==> src/rtl/decoder_nto2n_seq.sv <==
// ---------------------------------------------------------------------------
// decoder_nto2n_seq
//   Registered N-to-2^N one-hot decoder with three operating modes:
//     DIRECT (00) : out <= 1<<in every cycle while enable is high.
//     STROBE (01) : a load produces a single-cycle one-hot pulse.
//     SCAN   (10) : self-timed walk of the one-hot bit from a start index,
//                   each position held SCAN_DWELL cycles.
//     11          : reserved, output forced to zero.
//   Used as a register-file write select and as a row-walk driver.
//
// Build option:
//   DECODER_SCAN_WRAP_EN - when defined, a scan wraps past 2^N-1 back to 0
//   and stops after the position just before its start index, so every scan
//   visits all 2^N positions. When undefined, a scan stops after 2^N-1.
//
// Parameters:
//   N          select width (1..6); out is 2**N bits wide
//   SCAN_DWELL cycles each scan position is held (>= 1)
//
// Ports:
//   clk      system clock, rising edge
//   reset_n  synchronous active-low reset
//   enable   global enable; low zeroes out and freezes a running scan
//   mode     operating mode (see above)
//   in       select value, or scan start index
//   load     start request for STROBE / SCAN
//   out      registered one-hot (or zero) output
//   index    index of the asserted out bit; holds when out is zero
//   busy     high while a scan is running
//   done     one-cycle pulse after the final scan position
// ---------------------------------------------------------------------------

// Plain combinational binary-to-one-hot decode, one compare per output bit.
module decoder_nto2n_onehot #(
  parameter int N = 3
) (
  input  logic [N-1:0]    sel,
  output logic [2**N-1:0] hot
);
  for (genvar i = 0; i < 2**N; i++) begin : g_bit
    assign hot[i] = (sel == N'(i));
  end
endmodule

module decoder_nto2n_seq #(
  parameter int N          = 3,
  parameter int SCAN_DWELL = 1
) (
  input  logic            clk,
  input  logic            reset_n,
  input  logic            enable,
  input  logic [1:0]      mode,
  input  logic [N-1:0]    in,
  input  logic            load,
  output logic [2**N-1:0] out,
  output logic [N-1:0]    index,
  output logic            busy,
  output logic            done
);

  localparam int W  = 2**N;
  localparam int DW = $clog2(SCAN_DWELL + 1);

  localparam logic [DW-1:0] DWELL_END = DW'(SCAN_DWELL);
  localparam logic [DW-1:0] DWELL_ONE = DW'(1);
  localparam logic [N-1:0]  IDX_LAST  = '1;

  localparam logic [1:0] MODE_DIRECT = 2'b00;
  localparam logic [1:0] MODE_STROBE = 2'b01;
  localparam logic [1:0] MODE_SCAN   = 2'b10;

  typedef enum logic [1:0] {
    S_IDLE = 2'd0,
    S_RUN  = 2'd1,
    S_DONE = 2'd2
  } state_t;

  state_t          state_q, state_d;
  logic [DW-1:0]   dwell_q, dwell_d;
  logic            paused_q, paused_d;
  logic [W-1:0]    out_d;
  logic [N-1:0]    index_d;
  logic            busy_d, done_d;

  logic [N-1:0]    index_inc;
  logic [W-1:0]    hot_in, hot_idx, hot_inc;
  logic            last_step;

  // Increment wraps naturally in N bits; only the wrap build ever uses that.
  assign index_inc = index + N'(1);

  decoder_nto2n_onehot #(.N(N)) u_hot_in  (.sel(in),        .hot(hot_in));
  decoder_nto2n_onehot #(.N(N)) u_hot_idx (.sel(index),     .hot(hot_idx));
  decoder_nto2n_onehot #(.N(N)) u_hot_inc (.sel(index_inc), .hot(hot_inc));

`ifdef DECODER_SCAN_WRAP_EN
  // Scan ends once the next position would be the start position again.
  logic [N-1:0] start_q, start_d;
  assign last_step = (index_inc == start_q);
`else
  assign last_step = (index == IDX_LAST);
`endif

  // -------------------------------------------------------------------------
  // Next-state / next-output logic. Outputs default to zero-out, index hold,
  // busy/done low; each mode only states what differs.
  // -------------------------------------------------------------------------
  always_comb begin
    state_d  = state_q;
    dwell_d  = dwell_q;
    paused_d = 1'b0;
    out_d    = '0;
    index_d  = index;
    busy_d   = 1'b0;
    done_d   = 1'b0;
`ifdef DECODER_SCAN_WRAP_EN
    start_d  = start_q;
`endif

    case (mode)
      MODE_DIRECT: begin
        // Any non-scan mode aborts a scan on the same edge, no done pulse.
        state_d = S_IDLE;
        dwell_d = '0;
        if (enable) begin
          out_d   = hot_in;
          index_d = in;
        end
      end

      MODE_STROBE: begin
        state_d = S_IDLE;
        dwell_d = '0;
        if (enable && load) begin
          out_d   = hot_in;
          index_d = in;
        end
      end

      MODE_SCAN: begin
        case (state_q)
          S_IDLE: begin
            if (enable && load) begin
              state_d = S_RUN;
              index_d = in;
              out_d   = hot_in;
              busy_d  = 1'b1;
              dwell_d = DWELL_ONE;
`ifdef DECODER_SCAN_WRAP_EN
              start_d = in;
`endif
            end
          end

          S_RUN: begin
            busy_d = 1'b1;
            if (!enable) begin
              // Frozen: out forced low, index/dwell/state untouched.
              paused_d = 1'b1;
            end else if (paused_q) begin
              // First enabled edge after a pause re-shows the frozen step
              // without consuming dwell, so the step resumes where it was.
              out_d = hot_idx;
            end else if (dwell_q < DWELL_END) begin
              dwell_d = dwell_q + DWELL_ONE;
              out_d   = hot_idx;
            end else if (!last_step) begin
              index_d = index_inc;
              out_d   = hot_inc;
              dwell_d = DWELL_ONE;
            end else begin
              state_d = S_DONE;
              busy_d  = 1'b0;
              done_d  = 1'b1;
              dwell_d = '0;
            end
          end

          S_DONE: begin
            // One-cycle done pulse; a load here is ignored.
            state_d = S_IDLE;
          end

          default: begin
            state_d = S_IDLE;
            dwell_d = '0;
          end
        endcase
      end

      default: begin
        // Reserved mode: zero output, index holds.
        state_d = S_IDLE;
        dwell_d = '0;
      end
    endcase
  end

  // -------------------------------------------------------------------------
  // State and output registers.
  // -------------------------------------------------------------------------
  always_ff @(posedge clk) begin
    if (!reset_n) begin
      state_q  <= S_IDLE;
      dwell_q  <= '0;
      paused_q <= 1'b0;
      out      <= '0;
      index    <= '0;
      busy     <= 1'b0;
      done     <= 1'b0;
`ifdef DECODER_SCAN_WRAP_EN
      start_q  <= '0;
`endif
    end else begin
      state_q  <= state_d;
      dwell_q  <= dwell_d;
      paused_q <= paused_d;
      out      <= out_d;
      index    <= index_d;
      busy     <= busy_d;
      done     <= done_d;
`ifdef DECODER_SCAN_WRAP_EN
      start_q  <= start_d;
`endif
    end
  end

endmodule

==> config.mk <==
export PLATFORM = sky130hd
export DESIGN_NAME = decoder_nto2n_seq
export DESIGN_NICKNAME = d
export VERILOG_FILES = /design/src/rtl/decoder_nto2n_seq.sv
export SDC_FILE = /design/constraint.sdc
export NUM_CORES = 1
export LEC_CHECK = 0
export CORE_ASPECT_RATIO = 0.75
export CORE_MARGIN = 10
export CORE_UTILIZATION = 35
export DETAILED_ROUTE_END_ITERATION = 10
export SETUP_SLACK_MARGIN = 0.02
export SLEW_MARGIN = 20
export SYNTH_ARGS = -nofsm -noshare
export SYNTH_HDL_FRONTEND = slang
export SYNTH_SLANG_ARGS = --single-unit
==> constraint.sdc <==
create_clock -name clk -period 1.5 [get_ports clk]
set_input_delay 0.225 -clock clk [delete_from_list [all_inputs] [get_ports clk]]
set_output_delay 0.225 -clock clk [all_outputs]
set_load 0.005 [all_outputs]
* Word-level counts from Yosys, hierarchy flattened *
Cells that the tools add are included.

operators by class
  reduce and logical (&&, ||, !) cells = 13
  equality and inequality tests = 36
  div/mod/pow operators = 0
  bitwise logic cells = 5
  mux-type cells = 35
  $mul = 0
  $lt $le $gt $ge = 1
  shifts and indexed selects = 0
  add/sub/neg operators = 2

operator list
  operator             number
  $mux 8               6
  $eq 3x3->1 const B   12
  $pmux 8 s3           1
  $eq 3x2->1 const B   6
  $mux 3               6
  $pmux 8 s2           1
  $ne 2x2->1 const B   6
  $ne 3x3->1 const B   4
  $mux 1               11
  $mux 2               5
  $eq 3x1->1 const B   3
  $logic_not 3->1      3
  $pmux 3 s3           1
  $reduce_and 7->1     1
  $pmux 3 s2           1
  $reduce_or 6->1      1
  $not 1->1            5
  $reduce_and 5->1     1
  $eq 2x1->1 const B   2
  $eq 2x2->1 const B   2
  $logic_not 2->1      2
  $pmux 2 s2           1
  $reduce_and 4->1     1
  $add 3x1->3 const B  1
  other kinds (9)      9

word-level totals
  memory bits (writable) = 0
  memories kept = 0
  latch bits = 0
  flip-flop bits (word level) = 17
  memory bits (read-only) = 0

* Depth between registers and ports, before layout *
  depth after elaboration = 8
  mapped depth = 7

* Hierarchy *
From an unflattened synthesis, not the netlist that was laid out.

second synthesis, totals
  cell total of the unflattened synthesis = 131
  area total of the unflattened synthesis = 1151.1 sq um

by module, submodules not included
  module                area each (sq um)  instances  seq. area each (sq um)  cells each
  decoder_nto2n_seq     955.9              1          340.3                   107
  decoder_nto2n_onehot  65.1               3          0.0                     8

* Least setup slack after synthesis *
Ideal clock, no wire load.

  path kind = reg-to-reg
  from = register index[0]
  to = register index[0]
  clock period less this slack = 1563 ps
  slack = -63 ps
  data arrival time = 1444 ps
  cell stages (with the launch flop) = 7
  path buffers = 0
  cells stage by stage = dfxtp_1 > ha_1 > nand2_1 > a21o_1 > o211ai_1 > nor2_1 > o221a_2

between the ends
  cells in the longest elaborated chain, start to end = 7
  elaborated cells on any way between the ends = 11
  classes of those cells = 1 x add/sub; 2 x eq/ne; 7 x mux; 1 x reduce/logical

ends and longest elaborated chain
  element                 line  RTL
  start, declared         56    output logic [N-1:0] index,
  start signal, assigned  219   index <= index_d;
  $add 3x1->3             90    assign index_inc = index + N'(1);
  $mux 3                  167   end else if (!last_step) begin
  $mux 3                  164   end else if (dwell_q < DWELL_END) begin
  $mux 3                  160   end else if (paused_q) begin
  $mux 3                  157   if (!enable) begin
  $pmux 3 s2              141   case (state_q)
  $pmux 3 s3              120   case (mode)

Several ways; a longest one is shown, not always the timed one. The select of a mux whose other input is x is not followed.
A chain may end at the register's enable or synchronous reset.

* Worst setup path after layout *
  from = register index[1]
  to = register index[2]

The elaborated chain is that of the path after synthesis.

==> impl_metrics.tcl <==
set metrics [dict create \
    cts_buffers 3 \
    hpwlAfterDp_um 2900 \
    cpPeakStageDelay_ns 0.38 \
    p_int_uw 810 \
    setup.worst_path.end_class "flop" \
    clock_latency_ns 0.26 \
    fin_cells 235 \
    power.leakage_nw 0.757 \
    post-route-period-util 1.03 \
    synth-main-ff-cell "dfxtp_1" \
    crit_path_start_kind "flop" \
    ctsHoldBuffers 0 \
    grt_max_degree 12 \
    grt_pass1_wl_um 5980 \
    cts-root-buf "clkbuf_8" \
    io_buffers 21 \
    yosysTopAreaCellShare 0.303 \
    outcome "finished with violations" \
    synth-seq-cells 17 \
    drt-initial-drc-count 164 \
    maxSlewHeadroom 0.743 \
    cp.required_ns 1.63 \
    setup.worst_path.start "index[1]" \
    final_layout_size_suffix_gt1_frac 0.381 \
    start_util 0.375 \
    design_area_sq_mm 0.00187 \
    clock-sinks 17 \
    ys_seq_area_frac 0.303 \
    fmax_mhz 650 \
    worst-setup-path-type "reg -> reg" \
    vias_per_cell 5.37 \
    power_density_mw_per_mm2 610 \
    pwr-share-clk 0.308 \
    hold_start "reset_n" \
    hold_viol 0 \
    skew_ns 0.00338 \
    hold_path.class "in -> reg" \
    antenna_found_initial 0 \
    nFillCells 256 \
    grt_pass1_vias 1276 \
    cp_max_fo 4 \
    clock_path_buffers 2 \
    synth_area_leaders "dfxtp_1, ha_1, a32oi_1" \
    violations "setup timing" \
    wirelength_um 3630 \
    slew_violations 0 \
    cts_tree "built" \
    multiInputGateArea_sq_um 870 \
    track_usage 0.118 \
    switching_share 0.290 \
    place_ws_ns -0.562 \
    power_mw 1.14 \
    ff_latch_area_sq_um 349 \
    netlist_instances 135 \
    peakVddDrop_uv 354 \
    vias 1263 \
    comb_power_share 0.276 \
    drc_errors 0 \
    fin_crit_ns 1.54 \
    cp_top_family "compound AO/OA/AOI/OAI gates" \
    clk_pin_slew_ns 0.07 \
    ant_nets 0 \
    pwr-share-seq 0.417 \
    setup_viol 3 \
    num_rows 17 \
    placed_cell_area_sq_mm 0.00165 \
    rsz0062_at_grt "yes" \
    cp_num_buf_inv 2 \
    post-route-util 0.624 \
    yosysWarningCount 0 \
    critPathSlowestCell "dfxtp_4" \
    synth_edf_count 0 \
    firstDrtPassIters 4 \
    io_pins 22 \
    die-area_sq_mm 0.00590 \
    setup_ws_ns -0.0380 \
    nets 217 \
    area_growth_syn_to_layout_pct 66.5 \
    placed_cells 228 \
    grt-ovfl-total 0 \
    fp.dieH_um 69.1 \
    tightest_slew_ns 0.384 \
    postSynthAreaPerCell_sq_um 8.32 \
    synth_most_common_cell "dfxtp_1" \
    routedWlPerCell_um 15.5 \
    htree_levels 1 \
    diodes 0 \
    place_congestion 0.907 \
    crit_arrival_ns 1.67 \
    p_sw_uw 330 \
    path_cells "buf_4 -> ha_2 -> inv_1 -> and3_1 -> o311ai_2 -> o31ai_2" \
    synth_top_area_cell "dfxtp_1" \
    syn-num-nets 154 \
    synth_area_sq_mm 0.00112 \
    synthArstFlopShare 0 \
    rr_startpoint "index[1]" \
    fp.coreArea_sq_mm 0.00300 \
    yosys-top-cells-count "dfxtp_1, nand2_1, nor2_1" \
    maxCapViolations 0 \
    ys_types 41 \
    die_w_um 85.4 \
]
-- layout by cell type (no fill, tap or decap), types with 2 or more instances in the layout --
cell type         n
nor2_1           11
inv_1             8
o22a_1            5
o21ai_0           3
nand2b_1          7
nand2_1           9
ha_4              4
nand3b_1          4
a32oi_1           6
ha_2              2
a21oi_1           9
dfxtp_1          14
a211oi_1          2
nor3_1            3
clkdlybuf4s50_1  15
dfxtp_4           2
o21a_1            2
inv_2             2
buf_4            38
ha_1              4
clkbuf_8          3
o211ai_1          2
dlymetal6s2s_1    3
o31ai_2           2
and2_2            2
o22ai_1           2
-- what timing repair did --
action,4_1_cts,5_1_grt
setup buffers,2,3
gates resized for setup,19,22
endpoints found under the setup margin,12,12
pin swaps,4,11
-- worst paths after layout --
path | end | slack [ns] | cells past startpoint
worst min-delay path | index[0] | 0.39 | 3
worst min register to register | dwell_q | 0.62 | 2
worst max register to register | index[2] | -0.04 | 6
worst max-delay path | index[2] | -0.04 | 6
-- through the flow --
step | TNS, ns | hold slack [ns]
after floorplan | -0.0192 | 0.304
after global placement | -4.56 | 0.605
after detailed placement | -5.23 | 0.610
after CTS | 0 | 0.465
after global routing | -0.328 | 0.396
final | -0.0756 | 0.388
-- logic make-up after synthesis --
| group | count (synthesis) | synth area share |
|---|---|---|
| flops | 17 | 0.303 |
| fa+ha+maj | 10 | 0.111 |
| simple gates | 48 | 0.234 |
| buf+inv | 13 | 0.0445 |
| compound gates | 47 | 0.307 |
-- layout make-up --
type | count | share of cell area
clock buffers | 3 | 0.0221
well taps | 38 | 0.0254
clock inverters | 1 | 0.00268
inverters | 11 | 0.0234
flip-flops and latches | 17 | 0.187
repair buffers | 60 | 0.275
multi-input cells | 105 | 0.465
-- worst reg2reg max path: cells and delay by family, from the launching register on --
family	cells	cell delay [ns]
AO/OA/AOI/OAI	2	0.45
flip-flops	1	0.38
adder cells (fa/ha/maj)	1	0.22
buffers and inverters	2	0.19
AND/OR/NAND/NOR	1	0.17
-- power by group through the flow --
stage                     combinational [mW]  clock (mW)  sequential, mW
after detailed placement               0.270           0           0.482
after floorplan                        0.116           0           0.483
after CTS                              0.284       0.348           0.474
final                                  0.315       0.351           0.475
after global placement                 0.264           0           0.482
after global routing                   0.339       0.375           0.477
-- sequential cells by signal, summed over array words and instances, names as in the netlist --
| name | cells |
|---|---|
| out | 8 |
| index | 3 |
| state_q | 2 |
| busy | 1 |
| done | 1 |
| dwell_q | 1 |
| paused_q | 1 |
-- routing by layer --
layer | up-vias | part of all wire | wire length [um] | track usage
met5 | - | 0 | 0 | 0
met4 | 0 | 0.0047 | 17 | 0.0236
met3 | 4 | 0.048 | 173 | 0.0199
met2 | 44 | 0.47 | 1720 | 0.197
met1 | 586 | 0.47 | 1720 | 0.153
li1 | 629 | - | - | -
Note: power is estimated with default switching activity, not from simulation.
